==> config.mk <==
export PLATFORM = sky130hd
export DESIGN_NAME = ft245_sample_tx
export DESIGN_NICKNAME = d
export VERILOG_FILES = /design/src/rtl/ft245_sample_tx.sv
export SDC_FILE = /design/constraint.sdc
export NUM_CORES = 1
export LEC_CHECK = 0
export CAP_MARGIN = 20
export CORE_ASPECT_RATIO = 0.6
export CORE_MARGIN = 5
export CORE_UTILIZATION = 60
export CTS_CLUSTER_DIAMETER = 30
export DETAILED_ROUTE_END_ITERATION = 10
export MAX_ROUTING_LAYER = met4
export PLACE_DENSITY = 0.77
export SYNTH_ARGS = -nofsm -noshare
export SYNTH_HDL_FRONTEND = slang
export SYNTH_SLANG_ARGS = --single-unit
export TNS_END_PERCENT = 5
==> constraint.sdc <==
create_clock -name clk -period 4.3 [get_ports clk]
set_input_delay 0.86 -clock clk [delete_from_list [all_inputs] [get_ports clk]]
set_output_delay 0.86 -clock clk [all_outputs]
set_load 0.05 [all_outputs]
==> src/rtl/ft245_sample_tx.sv <==
// ft245_sample_tx: buffers tagged 12-bit ADC samples and streams
// each one as two bytes over an FT245-style write-only FIFO bus.
module ft245_sample_tx #(
  parameter int DEPTH      = 16,
  parameter int WR_CYCLES  = 3,
  parameter int GAP_CYCLES = 4
) (
  input  logic                   clk,
  input  logic                   rst,
  input  logic                   s_valid,
  input  logic [11:0]            s_data,
  input  logic                   s_first,
  input  logic                   ft_txe,
  output logic [7:0]             ft_d_out,
  output logic                   ft_d_oe,
  output logic                   ft_wr,
  output logic                   ft_rd,
  output logic [$clog2(DEPTH):0] fifo_level,
  output logic                   overflow,
  input  logic                   clr_overflow,
  output logic [15:0]            drop_count
);

  localparam int AW = $clog2(DEPTH);

  typedef enum logic [1:0] {
    IDLE,
    SETUP,
    STROBE,
    GAP
  } state_t;

  logic [12:0]   mem [DEPTH];
  logic [AW-1:0] wr_ptr;
  logic [AW-1:0] rd_ptr;
  logic [AW:0]   level;
  logic          full;
  logic          empty;
  logic          push;
  logic          pop;
  logic          drop;
  logic          gap_last;

  logic [1:0]    txe_sync;
  logic          txe_s;

  state_t        state;
  logic          byte_sel;
  logic [7:0]    cnt;
  logic [12:0]   head;
  logic [7:0]    head_byte;

  assign full  = (level == (AW+1)'(DEPTH));
  assign empty = (level == '0);
  assign txe_s = txe_sync[1];

  // The head is only retired after its low byte has gone out.
  assign gap_last = (state == GAP) &&
                    (cnt == 8'(GAP_CYCLES - 1));
  assign pop  = gap_last && byte_sel;
  assign push = s_valid && (!full || pop);
  assign drop = s_valid && full && !pop;

  // Bit 7 of the high byte carries the frame flag for host resync.
  assign head      = mem[rd_ptr];
  assign head_byte = byte_sel ? head[7:0]
                              : {head[12], 3'b000, head[11:8]};

  assign ft_rd      = 1'b1;
  assign fifo_level = level;

  // Sample storage; stale contents are harmless once pointers reset.
  always_ff @(posedge clk) begin
    if (push) begin
      mem[wr_ptr] <= {s_first, s_data};
    end
  end

  // Read/write pointers and occupancy count.
  always_ff @(posedge clk) begin
    if (rst) begin
      wr_ptr <= '0;
      rd_ptr <= '0;
      level  <= '0;
    end else begin
      if (push) wr_ptr <= wr_ptr + 1'b1;
      if (pop)  rd_ptr <= rd_ptr + 1'b1;
      unique case (1'b1)
        (push && !pop): level <= level + 1'b1;
        (pop && !push): level <= level - 1'b1;
        default:        level <= level;
      endcase
    end
  end

  // Sticky drop flag and saturating drop counter; a clear in the
  // same cycle as a drop still records that drop.
  always_ff @(posedge clk) begin
    if (rst) begin
      overflow   <= 1'b0;
      drop_count <= '0;
    end else if (clr_overflow) begin
      overflow   <= drop;
      drop_count <= drop ? 16'd1 : 16'd0;
    end else if (drop) begin
      overflow <= 1'b1;
      if (drop_count != 16'hFFFF) begin
        drop_count <= drop_count + 16'd1;
      end
    end
  end

  // Two-flop synchroniser; idles as "no space" out of reset.
  always_ff @(posedge clk) begin
    if (rst) begin
      txe_sync <= 2'b11;
    end else begin
      txe_sync <= {txe_sync[0], ft_txe};
    end
  end

  // Byte write sequencer with registered bus outputs.
  always_ff @(posedge clk) begin
    if (rst) begin
      state    <= IDLE;
      byte_sel <= 1'b0;
      cnt      <= '0;
      ft_wr    <= 1'b0;
      ft_d_oe  <= 1'b0;
      ft_d_out <= 8'h00;
    end else begin
      unique case (state)
        IDLE: begin
          if (!empty && !txe_s) begin
            state    <= SETUP;
            ft_d_oe  <= 1'b1;
            ft_d_out <= head_byte;
          end
        end
        SETUP: begin
          state <= STROBE;
          ft_wr <= 1'b1;
          cnt   <= '0;
        end
        STROBE: begin
          if (cnt == 8'(WR_CYCLES - 1)) begin
            state <= GAP;
            ft_wr <= 1'b0;
            cnt   <= '0;
          end else begin
            cnt <= cnt + 8'd1;
          end
        end
        GAP: begin
          if (gap_last) begin
            state    <= IDLE;
            ft_d_oe  <= 1'b0;
            byte_sel <= ~byte_sel;
            cnt      <= '0;
          end else begin
            cnt <= cnt + 8'd1;
          end
        end
        default: state <= IDLE;
      endcase
    end
  end

endmodule

* Yosys cells after proc, flatten, opt, wreduce, memory -nomap -nowiden *
Memories as Yosys holds them, arrays and structs flattened. A register that Yosys moved wholly into a read port is not among the register bits.
Index checks and enable logic that the tools add are counted.

cells by class
  multiplexer cells = 24
  add/subtract/negate cells = 6
  equality and inequality tests = 10
  reduce and logical (&&, ||, !) cells = 28
  bitwise logic cells = 1

operators with widths
  kind                                               number
  two-way mux 16 bit                                 3
  two-way mux 8 bit                                  3
  case mux 8 bit (3 select lines)                    1
  adder 16 x 1 -> 16 bit (second input constant)     1
  == test 8 x 2 -> 1 bit (second input constant)     2
  inequality test 16 bit (second input constant)     1
  case mux 5 bit (2 select lines)                    1
  nonzero test 2 bit                                 5
  adder 4 x 1 -> 4 bit (second input constant)       2
  adder 8 x 1 -> 8 bit (second input constant)       1
  logical AND 1 bit                                  8
  two-way mux 1 bit                                  8
  two-way mux 4 bit                                  2
  case mux 2 bit (4 select lines)                    1
  AND reduction 2 bit                                4
  two-way mux 2 bit                                  3
  inequality test 2 bit (second input constant)      3
  AND reduction 3 bit                                2
  adder 5 x 1 -> 5 bit (second input constant)       1
  == test 5 bit (second input constant)              1
  logical NOT 1 bit                                  5
  logical NOT 5 bit                                  1
  subtractor 5 x 1 -> 5 bit (second input constant)  1
  == test 2 bit (second input constant)              2
  other kinds (6)                                    7

word-level totals
  memory bits (writable) = 208
  input port bits = 18
  register bits after elaboration = 53
  memories kept = 1

memory list
  memory  words  width  rd ports  clocked after Yosys merged registers in  wr ports  line  source
  mem     16     13     1         1                                        1         33    logic [12:0] mem [DEPTH];

* Depth between registers and ports, before layout *
Gate-level depths: netlist (run 1).

  depth after elaboration = 8
  depth in mapped cells = 9
  mapped depth without buffers = 9

* Least setup slack after synthesis (run 1) *
OpenSTA, ideal clock, no wires.

  kind = reg-to-reg
  from = reg cnt[1]
  to = mem mem[0][0], enable pin
  arrival time = 2.554 ns
  setup time = 0.400 ns
  slack = 1.347 ns
  required time = 3.900 ns
  buffers on the path = 0
  stages on the path, launching flop included = 7
  path through = dfxtp_1 ha_1 nor3b_1 nand4_1 a21boi_1 nand2_1 nor3_1

on the way
  cells in the longest elaborated chain, start to end = 7

ends and longest elaborated chain
  item                                     line  source
  start: declaration                       49    logic [7:0] cnt;
  start signal: assignment                 151   cnt <= cnt + 8'd1;
  start signal: assignment                 161   cnt <= cnt + 8'd1;
  == test 8 x 2 -> 1 bit                   59    (cnt == 8'(GAP_CYCLES - 1));
  logical AND 1 bit                        58    assign gap_last = (state == GAP) &&
  logical AND 1 bit                        60    assign pop = gap_last && byte_sel;
  logical OR 1 bit                         61    assign push = s_valid && (!full || pop);
  logical AND 1 bit                        61
  two-way mux 1 bit                        74    if (push) begin
  two-way mux 1 bit (implied by the code)  75    mem[wr_ptr] <= {s_first, s_data};
  end: declaration                         33

Every way passes these cells.

* Final worst setup path (run 1) *
  from = reg cnt[2]
  to = mem mem[2][5], enable pin

The elaborated chain is that of the path after synthesis.

==> metrics.yaml, run 1 <==
dpl.hpwl_um: 15100
core-area_mm2: 0.0174
reg2reg_depth: 6
synth_nets: 695
max_cap_violations: 0
start_util_pct: 61.9
grt-ovfl-total: 0
cts_setup_buffers: 0
fillers: 1018
required_ns: 4.50
p_int_mw: 4.66
nNetsFinal: 772
period_share_pct: 75.4
clockBufferDepth: 3
grt_pass1_wl_um: 36300
power_density_mw_per_mm2: 466
antenna_found_initial: 0
hold_path.class: "reg -> reg"
combPwrFrac_pct: 5.2
maxSlewViolCount: 0
startpoint_type: "register"
setup_tns_ns: 0
hold_ws_ns: 0.415
seq_power_share_pct: 47.8
first_pass_iters: 5
wl_per_cell_um: 23.5
grt_max_degree: 43
seq_area_frac_synth_pct: 68.7
cts_root_buffer: "clkbuf_16"
pin_count: 51
rsz0062_at_grt: "no"
crit_type: "reg -> reg"
fmax_mhz: 308
vias_per_cell: 6.39
cts_resized: 0
cp_max_fo: 7
switching_share_pct: 21.5
area_delta_synth_final_pct: 18.4
register_area_mm2: 0.00739
hold_depth: 1
synth_seq_cells: 265
fin_skew_ns: 0.0177
vias: 6373
ir_drop_mv: 0.352
cts_hold_buf: 0
dpl_worst_slack_ns: 0.901
fin_crit_ns: 3.24
drc: 0
timing.rr.end: "mem[2][5]"
cts_buffers: 35
io_buffers: 49
post-route-worst-setup-slack_ns: 1.06
whs_endpoint: "txe_sync[1]"
grt_pass1_vias: 6293
postPlaceCellArea_mm2: 0.0116
p_clk_share_pct: 47.0
drt_iter0_drc: 709
synthArstFlopShare_pct: 0
critPathCaptureType: "register"
h-tree-depth: 2
cts_tree: "done"
design_area_mm2: 0.0127
place_congestion: 0.882
synth-edff-count: 208
rr_startpoint: "cnt[2]"
leakagePower_nw: 4.14
die_x_um: 183
ant_nets: 0
multi_input_area_mm2: 0.00320
die_area_mm2: 0.0208
drt-total-wl_um: 23400
rrSetupSlack_ns: 1.06
path_clk_slew_ns: 0.06
hold_start: "txe_sync[0]"
synthFlopType: "edfxtp_1"
diodes: 0
setup_viol: 0
syn_avg_cell_area_um2: 16.2
netlist_area_mm2: 0.0108
grt.total_usage_pct: 23.3
die_y_um: 114
clock_sink_count: 265
yosysWarnings: 0
num_rows: 37
hold_viol_final: 0
worstMarginPinSlew_ns: 1.19
drive_gt1_share_pct: 20.4
crit_arrival_ns: 3.44
insertion_delay_ns: 0.50
slew_headroom_pct: 20.3
status: "complete, no violations"
ys_types: 63
p_sw_mw: 1.27
postSynthCellCount: 662
-- routing by layer --
layer / vias to the layer above / global-route usage, % / share of wire (%)
met5: - / - / 0
met4: 0 / 5.41 / 1.7
met3: 44 / 4.68 / 7.8
met2: 301 / 35.0 / 46
met1: 3234 / 33.7 / 44
li1: 2794 / - / -
-- metrics by stage --
step	utilization, %	power, mW	cells
2_1_floorplan	-	3.07	662
3_3_place_gp	66.7	3.17	935
3_5_place_dp	66.7	3.19	935
4_1_cts	73.3	5.97	997
5_1_grt	73.4	6.13	998
6_report	73.4	5.93	998
-- Yosys cell counts, types with 3 or more instances --
library cell    n  area share (%)
or3_1           7            0.41
xnor2_1         5            0.41
edfxtp_1      208              58
nor3_1         10            0.47
and2_1          3            0.17
buf_2          10            0.47
a31oi_1         5            0.29
a21oi_1        22             1.0
or2_2           3            0.17
mux2i_1         6            0.56
nand3b_1        4            0.28
nand4_1         8            0.47
buf_1           3            0.10
nor2b_1         3            0.17
nand2_1        30             1.0
buf_4           3            0.21
clkbuf_1       15            0.52
or4_1           7            0.49
nor4_1          7            0.41
o31ai_1         5            0.35
o22ai_1        17            0.99
o41ai_1         3            0.24
and4_1          3            0.24
o21ai_0         9            0.42
mux4_2         55              12
nand3_1        14            0.65
dfxtp_1        57              11
inv_1          13            0.45
or3b_2          3            0.24
ha_1           15             1.7
a22o_1          4            0.33
a32o_1          3            0.28
o211ai_1        4            0.28
and3_1          3            0.17
xor2_1          9            0.73
nor2_1         50             1.7
nor3b_1         4            0.28
-- worst max-delay path: stages, from the launching register on --
cell      delay [ns]
dfxtp_1         0.37
nor4_1          0.63
nand4_1         0.43
a21boi_1        0.51
nand2_1         0.21
nor3_2          0.51
buf_4           0.28
-- layout make-up --
class / count / share of cell area (%)
Multi-Input combinational cell: 353 / 25.1
Timing Repair Buffer: 71 / 5.15
Sequential cell: 265 / 58.0
Tap cell: 234 / 2.30
Clock buffer: 44 / 7.66
Inverter: 13 / 0.383
Clock inverter: 18 / 1.35
-- layout by cell type, fill, tap and decap left out, types with 8 or more instances in the layout --
master / netlist / final
nand3_1: 14 / 14
buf_4: 3 / 22
ha_1: 15 / 15
clkbuf_16: 0 / 37
dfxtp_1: 57 / 55
edfxtp_1: 208 / 208
o22ai_1: 17 / 17
clkdlybuf4s50_1: 0 / 49
nand4_1: 8 / 8
xor2_1: 9 / 9
a21oi_1: 22 / 22
inv_1: 13 / 13
nand2_1: 30 / 30
o21ai_0: 9 / 9
mux4_2: 55 / 55
nor2_1: 50 / 50
-- worst max path at each step --
stage                       start  cells past startpoint            end
after floorplan            cnt[1]                      6      mem[0][0]
after global placement    s_valid                      8  fifo_level[4]
after detailed placement  s_valid                      8  fifo_level[4]
after CTS                  cnt[2]                      6      mem[2][5]
after global routing       cnt[2]                      6      mem[2][5]
final                      cnt[2]                      6      mem[2][5]
-- sequential cells by signal, indices dropped and copies added, names as in the netlist, named ones only --
| name | flops |
|---|---|
| fifo_level | 5 |
| txe_sync | 2 |
| rd_ptr | 4 |
| ft_d_oe | 1 |
| state | 2 |
| ft_d_out | 8 |
| byte_sel | 1 |
| cnt | 8 |
| overflow | 1 |
| ft_wr | 1 |
| wr_ptr | 4 |
| drop_count | 16 |
| mem | 208 |
-- logic make-up (layout without fill, tap and decap cells) --
kind of cell / after synthesis / after routing / synth area share, %
AO/OA/AOI/OAI: 91 / 91 / 5.81
XOR/XNOR: 14 / 14 / 1.14
adder cells (fa/ha/maj): 15 / 15 / 1.75
buffers and inverters: 44 / 146 / 1.76
flip-flops: 265 / 265 / 68.7
multiplexers: 63 / 63 / 12.3
other: 1 / 1 / 0.0349
AND/OR/NAND/NOR: 169 / 169 / 8.51
-- power groups by stage --
stage | Sequential, mW | Clock [mW] | Combinational, mW
2_1_floorplan | 2.91 | 0 | 0.160
3_3_place_gp | 2.88 | 0 | 0.288
3_5_place_dp | 2.89 | 0 | 0.305
4_1_cts | 2.84 | 2.83 | 0.306
5_1_grt | 2.84 | 2.95 | 0.339
6_report | 2.84 | 2.79 | 0.307
Note: power is estimated with default switching activity, not from simulation.
==> inputs of run 2 (changes only) <==
==> constraint.sdc (replaced) <==
create_clock -name clk -period 3.3 [get_ports clk]
set_input_delay 0.66 -clock clk [delete_from_list [all_inputs] [get_ports clk]]
set_output_delay 0.66 -clock clk [all_outputs]
set_load 0.05 [all_outputs]
==> run 2 against run 1 <==
Highest routed layer unchanged. Wire length down 2.6%. Worst hold slack better by 0.0049 ns. Core utilization up 1.1 points. Combinational power up 30%. Largest power group is now the clock network. Via count up 0.25%. Die area unchanged. Setup slack worse by 0.74 ns.
==> metrics.yaml, run 2 (same netlist as run 1, synthesis figures left out) <==
dpl.hpwl_um: 15000  # -0.33%
largest_reg_flops: 208  # unchanged
crit_arrival_ns: 3.36  # -0.08 ns
wl_per_cell_um: 22.6  # -3.9%
grt_max_degree: 30  # -30%
hold_viol_final: 0  # unchanged
critPathCaptureType: "register"
drt_iter0_drc: 712  # +0.42%
die_area_mm2: 0.0208  # unchanged
status: "complete, no violations"
cp_max_fo: 6  # -1
vias_per_cell: 6.32  # -1.0%
layout_common_cells: "208 x edfxtp_1, 55 x mux4_2, 55 x dfxtp_1, 50 x nor2_1, 49 x clkdlybuf4s50_1"
grt.total_usage_pct: 23.0  # -0.28 points
ant_nets: 0  # unchanged
io_buffers: 49  # unchanged
fin_util_pct: 74.4  # +1.1 points
ir_drop_mv: 0.614  # +75%
hold_start: "txe_sync[0]"
cp_common_cell: "ha_1"
largest-register: "mem"
fmax_mhz: 335  # +8.5%
area_delta_synth_final_pct: 20.2
hold_depth: 1  # unchanged
diodes: 0  # unchanged
path_clk_slew_ns: 0.06  # about the same
clockBufferDepth: 3  # unchanged
slew_headroom_pct: 30.8  # +11 points
rrSetupSlack_ns: 0.31  # -0.74 ns
required_ns: 3.67  # -0.83 ns
vias: 6389  # +0.25%
hold_ws_ns: 0.420  # +0.00493 ns
place_congestion: 0.899  # +1.9%
cts_setup_buffers: 0  # unchanged
setup_tns_ns: 0  # unchanged
layout_commonest_cell: "edfxtp_1"
first_pass_iters: 7  # +2
max_stage_delay_ns: 0.52  # -0.11 ns
cp_num_buf_inv: 0  # -1
cts_buffers: 36  # +2.9%
worstMarginPinSlew_ns: 1.03  # -0.162 ns
max_cap_violations: 0  # unchanged
whs_endpoint: "txe_sync[1]"
insertion_delay_ns: 0.49  # about the same
rr_startpoint: "cnt[1]"
fin_skew_ns: 0.0164  # -0.00132 ns
core-area_mm2: 0.0174  # unchanged
dpl_worst_slack_ns: 0.327  # -0.575 ns
largestRegisters: "mem (208), drop_count (16)"
crit_type: "reg -> reg"
die_x_um: 183  # unchanged
grt-ovfl-total: 0  # unchanged
cts_root_buffer: "clkbuf_16"
maxSlewViolCount: 0  # unchanged
cts_resized: 0  # unchanged
fin_crit_ns: 2.99  # -0.255 ns
h-tree-depth: 2  # unchanged
cp_slowest_cell: "or3b_2"
pin_count: 51  # unchanged
crit_family: "simple AND/OR/NAND/NOR gates"
startpoint_type: "register"
cts_tree: "done"
start_util_pct: 61.9  # unchanged
drive_gt1_share_pct: 21.8  # +1.3 points
grt_pass1_vias: 6351  # +0.92%
nNetsFinal: 785  # +1.7%
reg2reg_depth: 9  # +3
rsz0062_at_grt: "no"
leakagePower_nw: 4.25  # +2.5%
hold_path.class: "reg -> reg"
drc: 0  # unchanged
grt_pass1_wl_um: 36300  # -0.15%
die_y_um: 114  # unchanged
drt-total-wl_um: 22800  # -2.6%
cts_hold_buf: 0  # unchanged
clock_sink_count: 265  # unchanged
antenna_found_initial: 0  # unchanged
period_share_pct: 90.5  # +15 points
timing.rr.end: "fifo_level[4]"
post-route-worst-setup-slack_ns: 0.313  # -0.745 ns
setup_viol: 0  # unchanged
num_rows: 37  # unchanged
power_density_mw_per_mm2: 625  # +34%
path_cells: "ha_1 > or3b_2 > nor4_4 > xor2_1 > ha_1 > or3_1 > a21oi_1 > a22oi_1 > mux2_1"
## run 2: power breakdown
part	switching (mW)	internal, mW
clock	1.42	2.57
sequential	0.0338	3.66
combinational	0.254	0.145
total	1.71	6.37
## run 2: cell type report
type,instances,area (um2)
multi-input cells,353,3200
repair buffers,83,746
inverters,13,48.8
flip-flops and latches,265,7390
well taps,234,293
clock inverters,20,287
clock buffers,43,958
fillers,1001,4440
## run 2: worst max-delay path by stage
stage,from,to,depth (start not counted)
2_1_floorplan,cnt[1],mem[0][0],6
3_3_place_gp,s_valid,fifo_level[4],8
3_5_place_dp,s_valid,fifo_level[4],8
4_1_cts,cnt[1],fifo_level[4],9
5_1_grt,cnt[1],fifo_level[4],9
6_report,cnt[1],fifo_level[4],9
## run 2: stage by stage
stage          instances  cell area (um2)  total power [mW]
2_1_floorplan        662            10800              4.00
3_3_place_gp         948            11700              4.14
3_5_place_dp         948            11700              4.16
4_1_cts             1011            12900              8.14
5_1_grt             1011            12900              8.35
6_report            1011            12900              8.08
## run 2: routing by layer
metal	track usage [%]	vias up	wire length (um)
met5	-	-	0
met4	4.71	0	332
met3	4.65	37	1760
met2	33.7	290	10500
met1	34.4	3226	10200
li1	-	2836	-
==> inputs of run 3 (changes only) <==
==> constraint.sdc (replaced) <==
create_clock -name clk -period 3.1 [get_ports clk]
set_input_delay 0.62 -clock clk [delete_from_list [all_inputs] [get_ports clk]]
set_output_delay 0.62 -clock clk [all_outputs]
set_load 0.05 [all_outputs]
==> run 3 against run 2 <==
Fmax up 3.8%. Largest power group unchanged. Sequential cell count unchanged. Wire length up 5.5%.
==> metrics.yaml, run 3 (same netlist as run 1, synthesis figures left out) <==
die_y_um: 114  # unchanged
ant_nets: 0  # unchanged
layout_commonest_cell: "edfxtp_1"
wl_per_cell_um: 23.7  # +5.0%
max_stage_delay_ns: 0.53  # about the same
io_buffers: 49  # unchanged
fin_skew_ns: 0.0254  # +0.00897 ns
status: "complete, no violations"
core-area_mm2: 0.0174  # unchanged
cp_slowest_cell: "or3b_2"
dpl.hpwl_um: 15000  # about the same
setup_tns_ns: 0  # unchanged
fin_util_pct: 74.5  # about the same
largestRegisters: "mem (208), drop_count (16)"
startpoint_type: "register"
place_congestion: 0.922  # +2.5%
grt_max_degree: 30  # unchanged
rsz0062_at_grt: "no"
grt_pass1_vias: 6499  # +2.3%
clock_sink_count: 265  # unchanged
fillers: 993  # -0.80%
drive_gt1_share_pct: 22.4  # +0.63 points
drt-total-wl_um: 24100  # +5.5%
vias: 6457  # +1.1%
grt.total_usage_pct: 24.9  # +1.8 points
worstMarginPinSlew_ns: 1.01  # -0.0197 ns
hold_depth: 1  # unchanged
drt_iter0_drc: 792  # +11%
fmax_mhz: 347  # +3.8%
cp_common_cell: "ha_1"
nNetsFinal: 787  # +0.25%
vias_per_cell: 6.36  # +0.57%
hold_viol_final: 0  # unchanged
die_area_mm2: 0.0208  # unchanged
period_share_pct: 92.8  # +2.3 points
path_clk_slew_ns: 0.05  # about the same
antenna_found_initial: 0  # unchanged
ir_drop_mv: 0.432  # -30%
cts_setup_buffers: 0  # unchanged
required_ns: 3.48  # -0.19 ns
num_rows: 37  # unchanged
crit_arrival_ns: 3.25  # -0.11 ns
layout_common_cells: "208 x edfxtp_1, 55 x mux4_2, 55 x dfxtp_1, 50 x nor2_1, 49 x clkdlybuf4s50_1"
pin_count: 51  # unchanged
slew_headroom_pct: 32.5  # +1.6 points
max_cap_violations: 0  # unchanged
insertion_delay_ns: 0.51  # +0.02 ns
maxSlewViolCount: 0  # unchanged
cts_root_buffer: "clkbuf_16"
cts_resized: 0  # unchanged
die_x_um: 183  # unchanged
grt-ovfl-total: 0  # unchanged
area_delta_synth_final_pct: 20.3  # about the same
crit_type: "reg -> reg"
first_pass_iters: 6  # -1
critPathCaptureType: "register"
h-tree-depth: 2  # unchanged
power_density_mw_per_mm2: 659  # +5.4%
clockBufferDepth: 3  # unchanged
diodes: 0  # unchanged
cp_max_fo: 5  # -1
cts_tree: "done"
drc: 0  # unchanged
start_util_pct: 61.9  # unchanged
reg2reg_depth: 9  # unchanged
setup_viol: 0  # unchanged
fin_crit_ns: 2.88  # -0.109 ns
hold_path.class: "reg -> reg"
cts_hold_buf: 0  # unchanged
largest-register: "mem"
path_cells: "ha_1 > or3b_2 > nor4_4 > xor2_1 > ha_1 > or3_1 > a21oi_1 > a22oi_1 > mux2_1"
grt_pass1_wl_um: 38500  # +6.2%
cts_buffers: 36  # unchanged
leakagePower_nw: 4.25  # about the same
largest_reg_flops: 208  # unchanged
-- run 3: cell count changes in the layout (fill, tap and decap cells not counted) --
| cell | delta |
|---|---|
| inv_6 | -2 |
| bufinv_16 | -4 |
| clkinv_2 | -1 |
| clkbuf_8 | +2 |
| clkbuf_16 | +1 |
| clkinv_4 | +1 |
| buf_4 | +2 |
| clkinv_1 | -1 |
| clkinvlp_4 | +2 |
| clkinv_8 | +2 |
| inv_8 | +3 |
-- run 3: critical path, delay by kind of cell (launching register included) --
kind	cells	cell delay (ns)
adder cells (fa/ha/maj)	2	0.48
XOR/XNOR	1	0.12
AND/OR/NAND/NOR	3	1.13
flip-flops	1	0.42
multiplexers	1	0.31
AO/OA/AOI/OAI	2	0.29
-- run 3: report_power, final --
part | switching, mW | internal, mW | total [mW]
logic | 0.281 | 0.158 | 0.439
registers | 0.0382 | 3.89 | 3.93
clock network | 1.61 | 2.54 | 4.15
total | 1.93 | 6.59 | 8.52
-- run 3: worst paths after layout --
kind | startpoint | endpoint | slack (ns)
min reg2reg | txe_sync[0] | txe_sync[1] | 0.43
min | txe_sync[0] | txe_sync[1] | 0.43
max | cnt[1] | fifo_level[4] | 0.22
max reg2reg | cnt[1] | fifo_level[4] | 0.22
-- run 3: per-stage QoR --
stage          hold slack, ns  std cells  worst slack [ns]  total power, mW  area (um2)
6_report                0.430       1016             0.222             8.52       12900
5_1_grt                 0.462       1016            0.0533             8.81       12900
4_1_cts                 0.432       1016             0.260             8.57       12900
3_5_place_dp            0.414        950             0.292             4.43       11700
3_3_place_gp            0.424        950             0.361             4.41       11700
2_1_floorplan           0.389        662             0.147             4.26       10800
-- run 3: cell type report --
cell class                      instances  area [um2]  area share (%)
Sequential cell                       265        7390            57.2
Multi-Input combinational cell        353        3200            24.7
Inverter                               13        48.8           0.377
Tap cell                              234         293            2.26
Timing Repair Buffer                   85         761            5.88
Clock inverter                         20         230            1.78
Clock buffer                           46        1010            7.82
-- run 3: layer usage --
layer	routed length (um)	GRT usage (%)	vias up
li1	-	-	2834
met1	10400	36.4	3276
met2	11400	37.8	318
met3	2040	4.27	29
met4	294	5.11	0
met5	0	-	-
